## src/rtl/mdu_iter_pkg.sv

```systemverilog
// Shared opcode, FSM state and divide-by-zero policy definitions for the multiply/divide unit.
package mdu_iter_pkg;

    typedef enum logic [3:0] {
        OP_NONE  = 4'd0,
        OP_MULT  = 4'd1,
        OP_MULTU = 4'd2,
        OP_DIV   = 4'd3,
        OP_DIVU  = 4'd4,
        OP_MFHI  = 4'd5,
        OP_MFLO  = 4'd6,
        OP_MTHI  = 4'd7,
        OP_MTLO  = 4'd8,
        OP_MADD  = 4'd9,
        OP_MADDU = 4'd10,
        OP_MSUB  = 4'd11,
        OP_MSUBU = 4'd12
    } mdu_op_e;

    typedef enum logic [1:0] {
        S_IDLE     = 2'd0,
        S_MUL_WAIT = 2'd1,
        S_DIV_ITER = 2'd2,
        S_DIV_FIX  = 2'd3
    } mdu_state_e;

    // Divide by zero: LO is forced to all ones (HI receives the dividend).
    localparam bit DIVZ_LO_ONES = 1'b1;

    function automatic logic op_signed(input mdu_op_e o);
        return (o == OP_MULT) || (o == OP_DIV) || (o == OP_MADD) || (o == OP_MSUB);
    endfunction

endpackage

```

## src/rtl/div_restoring.sv

```systemverilog
// Unsigned restoring divider: one quotient bit per cycle, WIDTH steps, done pulses with the result.
module div_restoring #(
    parameter int WIDTH = 32
) (
    input  logic             clk,
    input  logic             reset,
    input  logic             go,
    input  logic [WIDTH-1:0] a_mag,
    input  logic [WIDTH-1:0] b_mag,
    output logic [WIDTH-1:0] q_mag,
    output logic [WIDTH-1:0] r_mag,
    output logic             done
);
    localparam int CNT_W = $clog2(WIDTH);

    logic [WIDTH-1:0] rem, quo, dvs;
    logic [CNT_W-1:0] cnt;
    logic             done_r;

    // One restoring step; the first step is folded into the go cycle.
    function automatic logic [2*WIDTH-1:0] step(input logic [WIDTH-1:0] r,
                                                input logic [WIDTH-1:0] q,
                                                input logic [WIDTH-1:0] d);
        logic [WIDTH:0] trial;
        trial = {r, q[WIDTH-1]} - {1'b0, d};
        if (trial[WIDTH])
            return {r[WIDTH-2:0], q[WIDTH-1], q[WIDTH-2:0], 1'b0};
        else
            return {trial[WIDTH-1:0], q[WIDTH-2:0], 1'b1};
    endfunction

    always_ff @(posedge clk) begin
        if (reset) begin
            rem    <= '0;
            quo    <= '0;
            dvs    <= '0;
            cnt    <= '0;
            done_r <= 1'b0;
        end else if (go) begin
            {rem, quo} <= step('0, a_mag, b_mag);
            dvs        <= b_mag;
            cnt        <= CNT_W'(WIDTH - 1);
            done_r     <= 1'b0;
        end else if (cnt != '0) begin
            {rem, quo} <= step(rem, quo, dvs);
            cnt        <= cnt - CNT_W'(1);
            done_r     <= (cnt == CNT_W'(1));
        end else begin
            done_r <= 1'b0;
        end
    end

    assign q_mag = quo;
    assign r_mag = rem;
    assign done  = done_r;

endmodule

```

## src/rtl/mdu_iter.sv

```systemverilog
// Multi-cycle multiply/divide unit owning HI/LO: multiplies complete after MUL_LAT cycles,
// divides after WIDTH+1 cycles through the restoring divider plus a sign-fix cycle.
module mdu_iter
    import mdu_iter_pkg::*;
#(
    parameter int WIDTH   = 32,
    parameter int MUL_LAT = 5
) (
    input  logic             clk,
    input  logic             reset,
    input  logic [WIDTH-1:0] a,
    input  logic [WIDTH-1:0] b,
    input  logic [3:0]       op,
    input  logic             start,
    input  logic             req,
    output logic             busy,
    output logic [WIDTH-1:0] hi,
    output logic [WIDTH-1:0] lo,
    output logic [WIDTH-1:0] rdata
);
    localparam int CNT_W = $clog2(MUL_LAT + 1);
    localparam logic [WIDTH-1:0] MIN = {1'b1, {(WIDTH-1){1'b0}}};

    mdu_op_e                   op_e;
    mdu_state_e                state, state_n;
    logic [CNT_W-1:0]          cnt;
    logic                      is_mul, is_div, is_signed, launch, div_go, div_done;
    logic signed [2*WIDTH-1:0] a_ext, b_ext, prod;
    logic [2*WIDTH-1:0]        hilo, mul_res, res_p0;
    logic [WIDTH-1:0]          a_mag, b_mag, q_mag, r_mag, a_q;
    logic                      q_neg, r_neg, divz, ovf;

    function automatic logic [2*WIDTH-1:0] div_result(input logic [WIDTH-1:0] q,
                                                      input logic [WIDTH-1:0] r,
                                                      input logic [WIDTH-1:0] aval,
                                                      input logic qn, input logic rn,
                                                      input logic dz, input logic ov);
        logic [WIDTH-1:0] qs, rs;
        qs = qn ? -q : q;
        rs = rn ? -r : r;
        if (dz)
            return {aval, DIVZ_LO_ONES ? {WIDTH{1'b1}} : {WIDTH{1'b0}}};
        else if (ov)
            return {{WIDTH{1'b0}}, MIN};
        else
            return {rs, qs};
    endfunction

    assign op_e   = mdu_op_e'(op);
    assign launch = start && !req && !busy;
    assign div_go = launch && is_div;
    assign hilo   = {hi, lo};

    always_comb begin
        is_mul    = 1'b0;
        is_div    = 1'b0;
        is_signed = op_signed(op_e);
        case (op_e)
            OP_MULT, OP_MULTU, OP_MADD, OP_MADDU, OP_MSUB, OP_MSUBU: is_mul = 1'b1;
            OP_DIV, OP_DIVU:                                         is_div = 1'b1;
            default: ;
        endcase
    end

    // Launch stage: full product (and accumulation) formed from the operands presented now.
    always_comb begin
        a_ext = is_signed ? {{WIDTH{a[WIDTH-1]}}, a} : {{WIDTH{1'b0}}, a};
        b_ext = is_signed ? {{WIDTH{b[WIDTH-1]}}, b} : {{WIDTH{1'b0}}, b};
        prod  = a_ext * b_ext;
        case (op_e)
            OP_MADD, OP_MADDU: mul_res = hilo + prod;
            OP_MSUB, OP_MSUBU: mul_res = hilo - prod;
            default:           mul_res = prod;
        endcase
        a_mag = (is_signed && a[WIDTH-1]) ? -a : a;
        b_mag = (is_signed && b[WIDTH-1]) ? -b : b;
    end

    div_restoring #(.WIDTH(WIDTH)) u_div (
        .clk   (clk),
        .reset (reset),
        .go    (div_go),
        .a_mag (a_mag),
        .b_mag (b_mag),
        .q_mag (q_mag),
        .r_mag (r_mag),
        .done  (div_done)
    );

    always_comb begin
        state_n = state;
        case (state)
            S_IDLE: begin
                if (launch && is_mul) state_n = S_MUL_WAIT;
                else if (div_go)      state_n = S_DIV_ITER;
            end
            S_MUL_WAIT: if (cnt == CNT_W'(1)) state_n = S_IDLE;
            S_DIV_ITER: if (div_done)         state_n = S_DIV_FIX;
            S_DIV_FIX:                        state_n = S_IDLE;
            default:                          state_n = S_IDLE;
        endcase
    end

    always_ff @(posedge clk) begin
        if (reset) begin
            state <= S_IDLE;
            busy  <= 1'b0;
        end else begin
            state <= state_n;
            busy  <= (state_n != S_IDLE);
        end
    end

    // Result stage: HI/LO written on counter expiry or in the sign-fix cycle.
    always_ff @(posedge clk) begin
        if (reset) begin
            cnt    <= '0;
            res_p0 <= '0;
            a_q    <= '0;
            q_neg  <= 1'b0;
            r_neg  <= 1'b0;
            divz   <= 1'b0;
            ovf    <= 1'b0;
            hi     <= '0;
            lo     <= '0;
        end else begin
            if (launch && is_mul) begin
                res_p0 <= mul_res;
                cnt    <= CNT_W'(MUL_LAT);
            end else if (state == S_MUL_WAIT) begin
                cnt <= cnt - CNT_W'(1);
            end
            if (div_go) begin
                a_q   <= a;
                q_neg <= is_signed && (a[WIDTH-1] ^ b[WIDTH-1]);
                r_neg <= is_signed && a[WIDTH-1];
                divz  <= (b == '0);
                ovf   <= is_signed && (a == MIN) && (b == {WIDTH{1'b1}});
            end
            if (state == S_MUL_WAIT && cnt == CNT_W'(1)) begin
                {hi, lo} <= res_p0;
            end else if (state == S_DIV_FIX) begin
                {hi, lo} <= div_result(q_mag, r_mag, a_q, q_neg, r_neg, divz, ovf);
            end else if (!busy && !req) begin
                if (op_e == OP_MTHI) hi <= a;
                if (op_e == OP_MTLO) lo <= a;
            end
        end
    end

    always_comb begin
        rdata = '0;
        if (op_e == OP_MFHI)      rdata = hi;
        else if (op_e == OP_MFLO) rdata = lo;
    end

endmodule

```

## config.mk

```make
export PLATFORM = sky130hd
export DESIGN_NAME = mdu_iter
export DESIGN_NICKNAME = d
export VERILOG_FILES = /design/src/rtl/mdu_iter_pkg.sv /design/src/rtl/div_restoring.sv /design/src/rtl/mdu_iter.sv
export SDC_FILE = /design/constraint.sdc
export NUM_CORES = 2
export LEC_CHECK = 0
export BUFFER_PORTS_ARGS = -buffer_cell sky130_fd_sc_hd__buf_2
export CAP_MARGIN = 20
export CORE_ASPECT_RATIO = 0.8
export CORE_UTILIZATION = 40
export CTS_CLUSTER_SIZE = 30
export DETAILED_ROUTE_END_ITERATION = 16
export MAX_ROUTING_LAYER = met4
export SLEW_MARGIN = 30
export SYNTH_ARGS = -nofsm -noshare
export SYNTH_HDL_FRONTEND = slang
export SYNTH_SLANG_ARGS = --single-unit
```

## constraint.sdc

```tcl
create_clock -name clk -period 15.85 [get_ports clk]
set_clock_uncertainty 0.1 [all_clocks]
set_input_delay 0.7925 -clock clk [delete_from_list [all_inputs] [get_ports clk]]
set_output_delay 0.7925 -clock clk [all_outputs]
set_load 0.05 [all_outputs]
```

==> impl_metrics.toml <==
[layout]
final_cells = 10500
layout_commonest_cell = "inv_1"
fill_cells = 17400
seqCellArea_um2 = 5450
syn_to_final_growth_pct = 5.62
multi_input_area_um2 = 57000
layout_common_cells = "inv_1, fa_1, nand2_1"
drive_gt1_share_pct = 5.12
nets = 10100

[clock_tree]
worstSkewPairLatency_ns = 0.56
cts_buffers = 34
cts-hold-fix-buffers = 0
cts_resized = 0
cts_tree = "built"
htree_levels = 2
cts_buffer_depth = 3
cts_root_buf = "clkbuf_16"
postCtsSetupRepairBufs = 0
cts.clk_slew.worst_paths_ns = 0.06
cts_sinks = 272

[global_routing]
overflow = 0
grt_pass1_vias = 59500
antenna_found_initial = 29
grt_pass1_wl_mm = 384
grt_max_degree = 97
groute.usage.overall_pct = 29.6

[worst_setup_path]
worstSetupStartpointType = "input port"
rrSetupSlack_ns = 10.79
crit_required_ns = 16.18
rr_endpoint = "res_p0[60]$_SDFFE_PP0P_"
cpMaxStageDelayCell = "fa_1"
crit_path_frequent_cell = "fa_1"
arrival_ns = 14.57
critPathMaxFanout = 22
cp-end-kind = "flop"
crit_path_start = "b[10]"
crit_type = "in2reg"
r2r_cells = 17
r2r_start = "lo[0]$_SDFFE_PP0P_"
max_stage_delay_ns = 0.69

[drt]
drc = 0
dr.pass1.iters = 6
wl_per_cell_um = 24.3
ant_nets = 0
first_iter_violations = 6228
vias = 57900
wl_mm = 254
viasPerCell = 5.54

[place]
finalWeightedCongestion = 0.999
dp.cells = 10400
dp_hpwl_mm = 208
numPortBuffers = 168

[timing]
whs_ns = 0.356
final.setup.tns_ns = 0
tightest_slew_ns = 1.07
fmax_ghz = 0.0702
rsz0062_at_grt = "no"
fin_crit_ns = 14.25
drv_slew = 0
relSlewSlack_pct = 28.4
hold_violations = 0
finalSetupViolations = 0
finalCritPeriodShare_pct = 89.9

[logic_synthesis]
synth-edff-count = 0
synth_cell_types = 101
synth-main-ff-cell = "dfxtp_1"
ys_ff_latch = 272
netlist_area_um2 = 70500
ys_seq_area_share_pct = 7.73
netlist_instances = 8308
ys_warn_count = 0
synthArstFlopShare_pct = 0
syn-num-nets = 10300
syn_area_per_cell_um2 = 8.48

[floorplanning]
rows = 137
coreArea_um2 = 175000
ios = 169
die_area_um2 = 178000
start_util_pct = 40.3
chipHeight_um = 377
die_x_um = 471

[hold_path]
min_from = "a_q[6]$_SDFFE_PP0P_"
min_path_type = "reg2reg"
hold-path-endpoint = "a_q[6]$_SDFFE_PP0P_"
holdPathStages = 2

[run]
maxCapViolCount = 0

[run_status]
status = "finished, final reports clean"
worst max-delay path by stage:
stage	slack, ns	depth (start not counted)	end
after floorplan	2.76	51	res_p0[63]$_SDFFE_PP0P_
after global placement	0.91	45	res_p0[62]$_SDFFE_PP0P_
after detailed placement	1.24	42	res_p0[63]$_SDFFE_PP0P_
after CTS	1.79	43	res_p0[62]$_SDFFE_PP0P_
after global routing	1.03	42	res_p0[63]$_SDFFE_PP0P_
final	1.60	41	res_p0[63]$_SDFFE_PP0P_
per-stage QoR:
stage | setup WS [ns] | util, % | instance area, um^2
after CTS | 1.79 | 42.6 | 74400
final | 1.60 | 42.6 | 74400
after floorplan | 2.76 | - | 70500
after global placement | 0.913 | 41.9 | 73200
after detailed placement | 1.24 | 41.9 | 73200
after global routing | 1.03 | 42.6 | 74400
state kept, by name, summed over array words and instances (netlist names), 2 cells and up:
signal       count
u_div.dvs       32
a_q             32
cnt              3
state            2
hi              32
u_div.cnt        5
res_p0          64
lo              32
u_div.r_mag     32
u_div.q_mag     32
cell usage after synthesis, types with 96 or more instances:
master	count	share of area (%)
inv_1	1642	8.7
and2_1	400	3.6
ha_1	451	8.0
fa_1	1428	41
a21oi_1	309	2.2
o21ai_0	250	1.8
dfxtp_1	272	7.7
nand2_1	1132	6.0
clkbuf_1	400	2.1
buf_1	96	0.51
xnor2_1	208	2.6
a21o_1	96	1.0
xor2_1	164	2.0
nor2_1	422	2.2
critical path: cells and delay by family:
kind            cells  cell delay (ns)
simple gates        6             2.26
xor+xnor            3             0.81
fa+ha+maj          12             6.05
buf+inv             6             0.95
compound gates     14             3.65
layout make-up:
type / count / area share (%)
multi-input cells: 5890 / 76.6
clock inverters: 15 / 0.224
inverters: 1642 / 8.28
well taps: 2293 / 3.86
flip-flops and latches: 272 / 7.32
diodes: 13 / 0.0437
clock buffers: 47 / 1.36
repair buffers: 281 / 2.28
layer usage:
| layer | global-route usage (%) | routed length, um | vias to the layer above |
|---|---|---|---|
| met3 | 4.61 | 22000 | 369 |
| met5 | - | 0 | - |
| met2 | 44.7 | 111000 | 2610 |
| met4 | 8.88 | 8970 | 0 |
| li1 | - | - | 25400 |
| met1 | 40.9 | 112000 | 29500 |
cell families after synthesis:
kind of cell,count (synthesis),share of synthesized area [%]
AND/OR/NAND/NOR,2408,15.9
buffers and inverters,2146,11.5
adder cells (fa/ha/maj),1880,48.6
AO/OA/AOI/OAI,1215,11.5
XOR/XNOR,372,4.62
flip-flops,272,7.73
multiplexers,15,0.218
Power is left out: the tool's default activity adds up to more than one toggle a clock period on the data nets, which glitch-free logic cannot reach.
